--- config.mk ---
export PLATFORM = sky130hd
export DESIGN_NAME = mem_bus_master
export DESIGN_NICKNAME = d
export VERILOG_FILES = /design/src/rtl/mem_bus_master.sv
export SDC_FILE = /design/constraint.sdc
export NUM_CORES = 1
export LEC_CHECK = 0
export CAP_MARGIN = 20
export CORE_ASPECT_RATIO = 1.5
export CORE_UTILIZATION = 42
export CTS_BUF_LIST = sky130_fd_sc_hd__clkbuf_4
export DETAILED_ROUTE_END_ITERATION = 10
export PLACE_DENSITY_LB_ADDON = 0.3
export SLEW_MARGIN = 20
export SYNTH_ARGS = -nofsm -noshare
export SYNTH_HDL_FRONTEND = slang
export SYNTH_SLANG_ARGS = --single-unit
--- constraint.sdc ---
create_clock -name clk -period 2.15 [get_ports clk]
set_input_delay 0.5375 -clock clk [delete_from_list [all_inputs] [get_ports clk]]
set_output_delay 0.5375 -clock clk [all_outputs]
set_load 0.01 [all_outputs]
--- src/rtl/mem_bus_master.sv ---
// Single-request bus initiator for mem_space: valid/ready request in, one response pulse out.
// Drives MAB_in/MDB_in/MW/BW, rejects misaligned word accesses, captures MDB_out for reads.
module mem_bus_master #(
    parameter int unsigned READ_LAT  = 1,
    parameter logic [15:0] IDLE_ADDR = 16'h0000
) (
    input  logic        clk,
    input  logic        rst_n,
    input  logic        req_valid,
    output logic        req_ready,
    input  logic        req_we,
    input  logic        req_bw,
    input  logic [15:0] req_addr,
    input  logic [15:0] req_wdata,
    output logic        rsp_valid,
    output logic [15:0] rsp_rdata,
    output logic        rsp_err,
    output logic [15:0] MAB_in,
    output logic [15:0] MDB_in,
    output logic        MW,
    output logic        BW,
    input  logic [15:0] MDB_out
);

    localparam logic [1:0] LatInit = 2'(READ_LAT - 1);

    typedef enum logic [1:0] {StIdle, StWrite, StReadWait, StResp} state_e;

    state_e      state_q;
    logic        req_ready_q;
    logic        rsp_valid_q;
    logic        rsp_err_q;
    logic [15:0] rsp_rdata_q;
    logic [15:0] mab_q;
    logic [15:0] mdb_q;
    logic        mw_q;
    logic        bw_q;
    logic [1:0]  cnt_q;

    always_ff @(posedge clk) begin
        if (!rst_n) begin
            state_q     <= StIdle;
            req_ready_q <= 1'b1;
            rsp_valid_q <= 1'b0;
            rsp_err_q   <= 1'b0;
            rsp_rdata_q <= 16'h0000;
            mab_q       <= IDLE_ADDR;
            mdb_q       <= 16'h0000;
            mw_q        <= 1'b0;
            bw_q        <= 1'b0;
            cnt_q       <= 2'd0;
        end else begin
            rsp_valid_q <= 1'b0;
            mw_q        <= 1'b0;
            unique case (state_q)
                StIdle: begin
                    if (req_valid && req_ready_q) begin
                        req_ready_q <= 1'b0;
                        if (!req_bw && req_addr[0]) begin
                            // Misaligned word: answer immediately, bus pins untouched.
                            state_q     <= StResp;
                            rsp_valid_q <= 1'b1;
                            rsp_err_q   <= 1'b1;
                            rsp_rdata_q <= 16'h0000;
                        end else begin
                            mab_q <= req_addr;
                            bw_q  <= req_bw;
                            if (req_we) begin
                                state_q <= StWrite;
                                mw_q    <= 1'b1;
                                mdb_q   <= req_bw ? {8'h00, req_wdata[7:0]} : req_wdata;
                            end else begin
                                state_q <= StReadWait;
                                cnt_q   <= LatInit;
                            end
                        end
                    end
                end
                StWrite: begin
                    state_q     <= StResp;
                    rsp_valid_q <= 1'b1;
                    rsp_err_q   <= 1'b0;
                    rsp_rdata_q <= 16'h0000;
                end
                StReadWait: begin
                    if (cnt_q == 2'd0) begin
                        state_q     <= StResp;
                        rsp_valid_q <= 1'b1;
                        rsp_err_q   <= 1'b0;
                        rsp_rdata_q <= bw_q ? {8'h00, MDB_out[7:0]} : MDB_out;
                    end else begin
                        cnt_q <= cnt_q - 2'd1;
                    end
                end
                StResp: begin
                    state_q     <= StIdle;
                    req_ready_q <= 1'b1;
                    rsp_err_q   <= 1'b0;
                end
                default: begin
                    state_q     <= StIdle;
                    req_ready_q <= 1'b1;
                end
            endcase
        end
    end

    assign req_ready = req_ready_q;
    assign rsp_valid = rsp_valid_q;
    assign rsp_err   = rsp_err_q;
    assign rsp_rdata = rsp_rdata_q;
    assign MAB_in    = mab_q;
    assign MDB_in    = mdb_q;
    assign MW        = mw_q;
    assign BW        = bw_q;

endmodule

==> run summary <==
The total global-route track usage is 0.2032. Area of all placed cells without fillers: 3606 µm². The tool flagged a number of max-cap violations equal to 0. The internal power contribution is 0.002040 W.

The synthesized netlist contains 38 unique library cells. For the number of global-route vias before repair, the log shows 2051. The worst path in the final design needs a cycle of 2.011 ns, including I/O delays and setup. The layout has 445 filler cells.

STA puts the critical path data required time at 2.41 ns. Setup violations remaining at the end of the flow were counted as 0. The first global-routing pass estimated 9246 µm of wire. The run finished with clean final reports. Pin placement for this block handled 106 I/O pins. Arithmetic-cell share of the synthesized area counting full adders, half adders and majority gates: 0.03763.

The count of pins over their slew limit is 0. The end point of the most critical hold path is MDB_in[6]. In this run the vertical extent of the chip is 93.17 µm.

The portion of the clock cycle consumed by the worst path in the final layout was 0.9352. The portion of synthesized cell area occupied by the leading cell type is 0.4903, and the share of the synthesized netlist area taken by xor and xnor gates is 0. The run gives 3 as the H-tree depth.

TritonCTS built the clock tree. Along the worst path, the maximum fanout reaches 11. The worst setup path is captured at a flop.

Once placement completed, the tool counted placed cells totaling 421. In the final layout, flip-flops and latches occupy 1141 µm². The worst register-to-register path begins at state_q[0]. In this run, synthesis inferred 0 flip-flops with an integrated enable. The highest attainable clock frequency came out at 0.4973 GHz. The worst register-to-register path ends at rsp_rdata[15]. The worst-case IR drop observed on VDD is 0.0005017 V.

Once placement finished, the instance area stood at 3488 µm². The worst hold path passes through 2 cells. The average routed wire per standard cell is 13.16 µm, and the initial detailed-routing violation count is 81. The run gives 0.5158 as the worst-case headroom to the max-slew limit. The critical path goes through inv_1, ha_1, a21boi_1, a211oi_2, and4b_2, a22o_1. For the total detailed-routing wirelength, the log shows 5726 µm. For the cell area after technology mapping, the log shows 2327 µm². The library cell with the largest summed area after synthesis is sky130_fd_sc_hd__dfxtp_1.

The data arrival time of the critical path was 2.27 ns. The worst hold path begins at MDB_in[6]. The fraction of synthesis flops using an asynchronous set or reset pin came out at 0.

The run gives 0.344 as the portion of total power attributed to combinational logic. For the power share of the clock group, the log shows 0.233. The number of cells traversed by the worst register-to-register path came out at 6.

The run gives 0 as the number of antenna violations at the first check in global routing. Sorting the synthesized cells by area gives the leading types as sky130_fd_sc_hd__dfxtp_1, sky130_fd_sc_hd__nand2_1, sky130_fd_sc_hd__nand3_1. The simple-gate portion of the synthesized area came out at 0.2516. The number of input and output port buffers inserted is 105, and the area occupied by multi-input gates is 1080 µm². Setup repair after global routing left no endpoint under its margin. After synthesis, the largest family of logic cells by area is simple AND/OR/NAND/NOR gates. For this design the total switching power over the nets is 0.0009458 W. The primary flip-flop cell chosen by synthesis mapping is sky130_fd_sc_hd__dfxtp_1. The areal power density over the cells works out to 828.0 nW/µm².

The logs give 0 for the number of nets with antenna violations after detailed routing and 0.8323 for the final estimated routing congestion in global placement. For flop-to-flop paths, the worst setup slack is 0.14 ns. When the netlist entered floorplanning its net count stood at 312. The tools report the share of power burned in registers as 0.423. Power comes to 0.002986 W. The via count of the routed design is 2165, and the share of the synthesized area in compound gates (AO/OA/AOI/OAI) is 0.1742. The Yosys step of the flow raised 0 warnings. The floorplan die width is 62.78 µm.

The tools report the cell at the root of the clock tree as sky130_fd_sc_hd__clkbuf_4. After floorplanning, the core was sized to cover 5245 µm². For this run, the number of standard cells in the final layout without fillers is 435. The logs give 0 for the total congestion overflow and 0.38 ns for the clock insertion delay at the later pin of the skew report.

The post-synthesis to final-layout area growth was 54.95%; the slew of the pin with the lowest slew margin was 0.7221 ns. The tools report the total number of clock tree sinks as 57. For the number of standard cells after synthesis, the log shows 252. The family of cells with the greatest summed delay on the critical path was compound AO/OA/AOI/OAI gates. The kind of critical path is reg2reg. Ranked by instance count, the synthesized netlist is headed by sky130_fd_sc_hd__dfxtp_1, sky130_fd_sc_hd__nand2_1, sky130_fd_sc_hd__nand3_1. The largest single stage delay on the critical path is 0.41 ns. The share of post-route cells with drive strength above 1 was 0.1063. Yosys instantiated no cell more often than sky130_fd_sc_hd__dfxtp_1. The share of synthesized area occupied by flip-flops and latches is 0.4903.

Clock tree synthesis inserted a total of 9 buffers. The total DRC errors in the routed layout is 0, and the buffer depth of the longest clock path is 2. Row generation in the floorplan step produced 32 rows. The tools report the count of TritonRoute iterations in the first routing pass as 4. The number of buffer and inverter stages on the critical path was 1. The multiplexer share of the synthesized area is 0, and the pin count of the biggest net entering global routing is 42.

The average vias per placed instance is 4.977. Kind of launch point of the worst setup path: a flop. At the end of the flow, the number of nets in the layout was 424. The path class of the tightest hold or removal check is reg2reg.

The area enclosed by the die boundary is 5849 µm², and the synthesized area per cell is 9.235 µm². The worst-path cell with the longest stage delay is sky130_fd_sc_hd__ha_1. Clock-pin slew was measured on the worst setup and hold paths at 0.11 ns. The total of flip-flops plus latches after synthesis was 57. The antenna diode count was 0; the static leakage was 1.419 nW. For the number of failing hold endpoints at the final stage, the log shows 0. The switching part of the total power is 0.3168, and the worst clock skew is 0.01855 ns. The initial core utilization was 0.4437. The half-perimeter wire length after detailed placement is 4163 µm.
## cell families (layout without fill, tap and decap cells)
logic type,Yosys count,in the layout
adders and majority gates,7,7
buffers and inverters,22,137
AOI/OAI and AO/OA,52,52
and+or+nand+nor,114,114
DFF,57,57
## cells in the final DEF (no fill, tap or decap), drive strengths merged
master,instances
clkdlybuf4s50,104
dfxtp,57
nand2,55
nand3,32
a21boi,20
a22o,16
buf,13
clkbuf,9
nand4b,8
o21ai,7
ha,7
inv,6
nor2,6
clkinv,4
nor2b,3
a21oi,2
a31oi,2
and3,2
nor3,2
and2b,1
nand2b,1
a211oi,1
and4b,1
nand4,1
o2111ai,1
or4,1
a221oi,1
and2,1
o31ai,1
o311ai,1
bufinv,1
## area by class of cell
cell class                 instances  area share
inverter                           6    0.006246
tap                               68     0.02359
clock inverter                     5     0.01353
timing repair buffer             117      0.3220
multi-input combinational        173      0.2994
clock buffer                       9     0.01874
sequential                        57      0.3164
## worst register-to-register path, stage by stage, from the launching register on
cell and delay [ns]:
sky130_fd_sc_hd__dfxtp_1 0.34, sky130_fd_sc_hd__inv_1 0.14, sky130_fd_sc_hd__ha_1 0.41, sky130_fd_sc_hd__a21boi_1 0.34, sky130_fd_sc_hd__a211oi_2 0.09, sky130_fd_sc_hd__and4b_2 0.32, sky130_fd_sc_hd__a22o_1 0.26
## state kept, by name, indices dropped and copies added, names as in the netlist
signal / count
BW: 1
MAB_in: 16
MDB_in: 16
MW: 1
cnt_q: 2
req_ready: 1
rsp_err: 1
rsp_rdata: 16
rsp_valid: 1
state_q: 2
## through the flow
stage	TNS [ns]	hold slack, ns	setup WS [ns]	util
2_1_floorplan	0	0.4648	0.5134	-
3_3_place_gp	-0.7834	0.4358	-0.06220	0.6651
3_5_place_dp	-2.093	0.4444	-0.1431	0.6651
4_1_cts	0	0.4381	0.1306	0.6873
5_1_grt	0	0.4635	0.009627	0.6875
6_report	0	0.4562	0.1393	0.6875
## metal layers
| layer | track usage | vias up | wire [µm] |
|---|---|---|---|
| met3 | 0.05732 | 10 | 314 |
| met1 | 0.2307 | 970 | 2407 |
| met2 | 0.3496 | 80 | 2915 |
| met5 | 0 | - | 0 |
| li1 | - | 1105 | - |
| met4 | 0.09302 | 0 | 89 |
## how the worst max path moves through the flow
stage                    start             to  slack, ns  depth (start not counted)
floorplan           state_q[0]       cnt_q[1]       0.51                          7
global placement        req_bw   rsp_rdata[6]      -0.06                          5
detailed placement      req_bw   rsp_rdata[5]      -0.14                          5
CTS                 state_q[0]  rsp_rdata[15]       0.13                          6
global route        state_q[0]  rsp_rdata[15]       0.01                          5
finish              state_q[0]  rsp_rdata[15]       0.14                          6
## power by group through the flow
stage                     Combinational (W)  Clock [W]  Sequential, W
after detailed placement            0.00103          0        0.00129
after CTS                           0.00103   0.000722        0.00126
after global routing                0.00112   0.000765        0.00128
after floorplan                    0.000514          0        0.00134
after global placement              0.00101          0        0.00129
final                               0.00103   0.000696        0.00126
## what timing repair did
action / in CTS / in global routing
hold buffers: 0 / 0
resized for setup: 0 / 1
setup buffers: 0 / 0
setup endpoints to repair: 0 / 7
No activity file was read; power rests on OpenSTA's default activity.
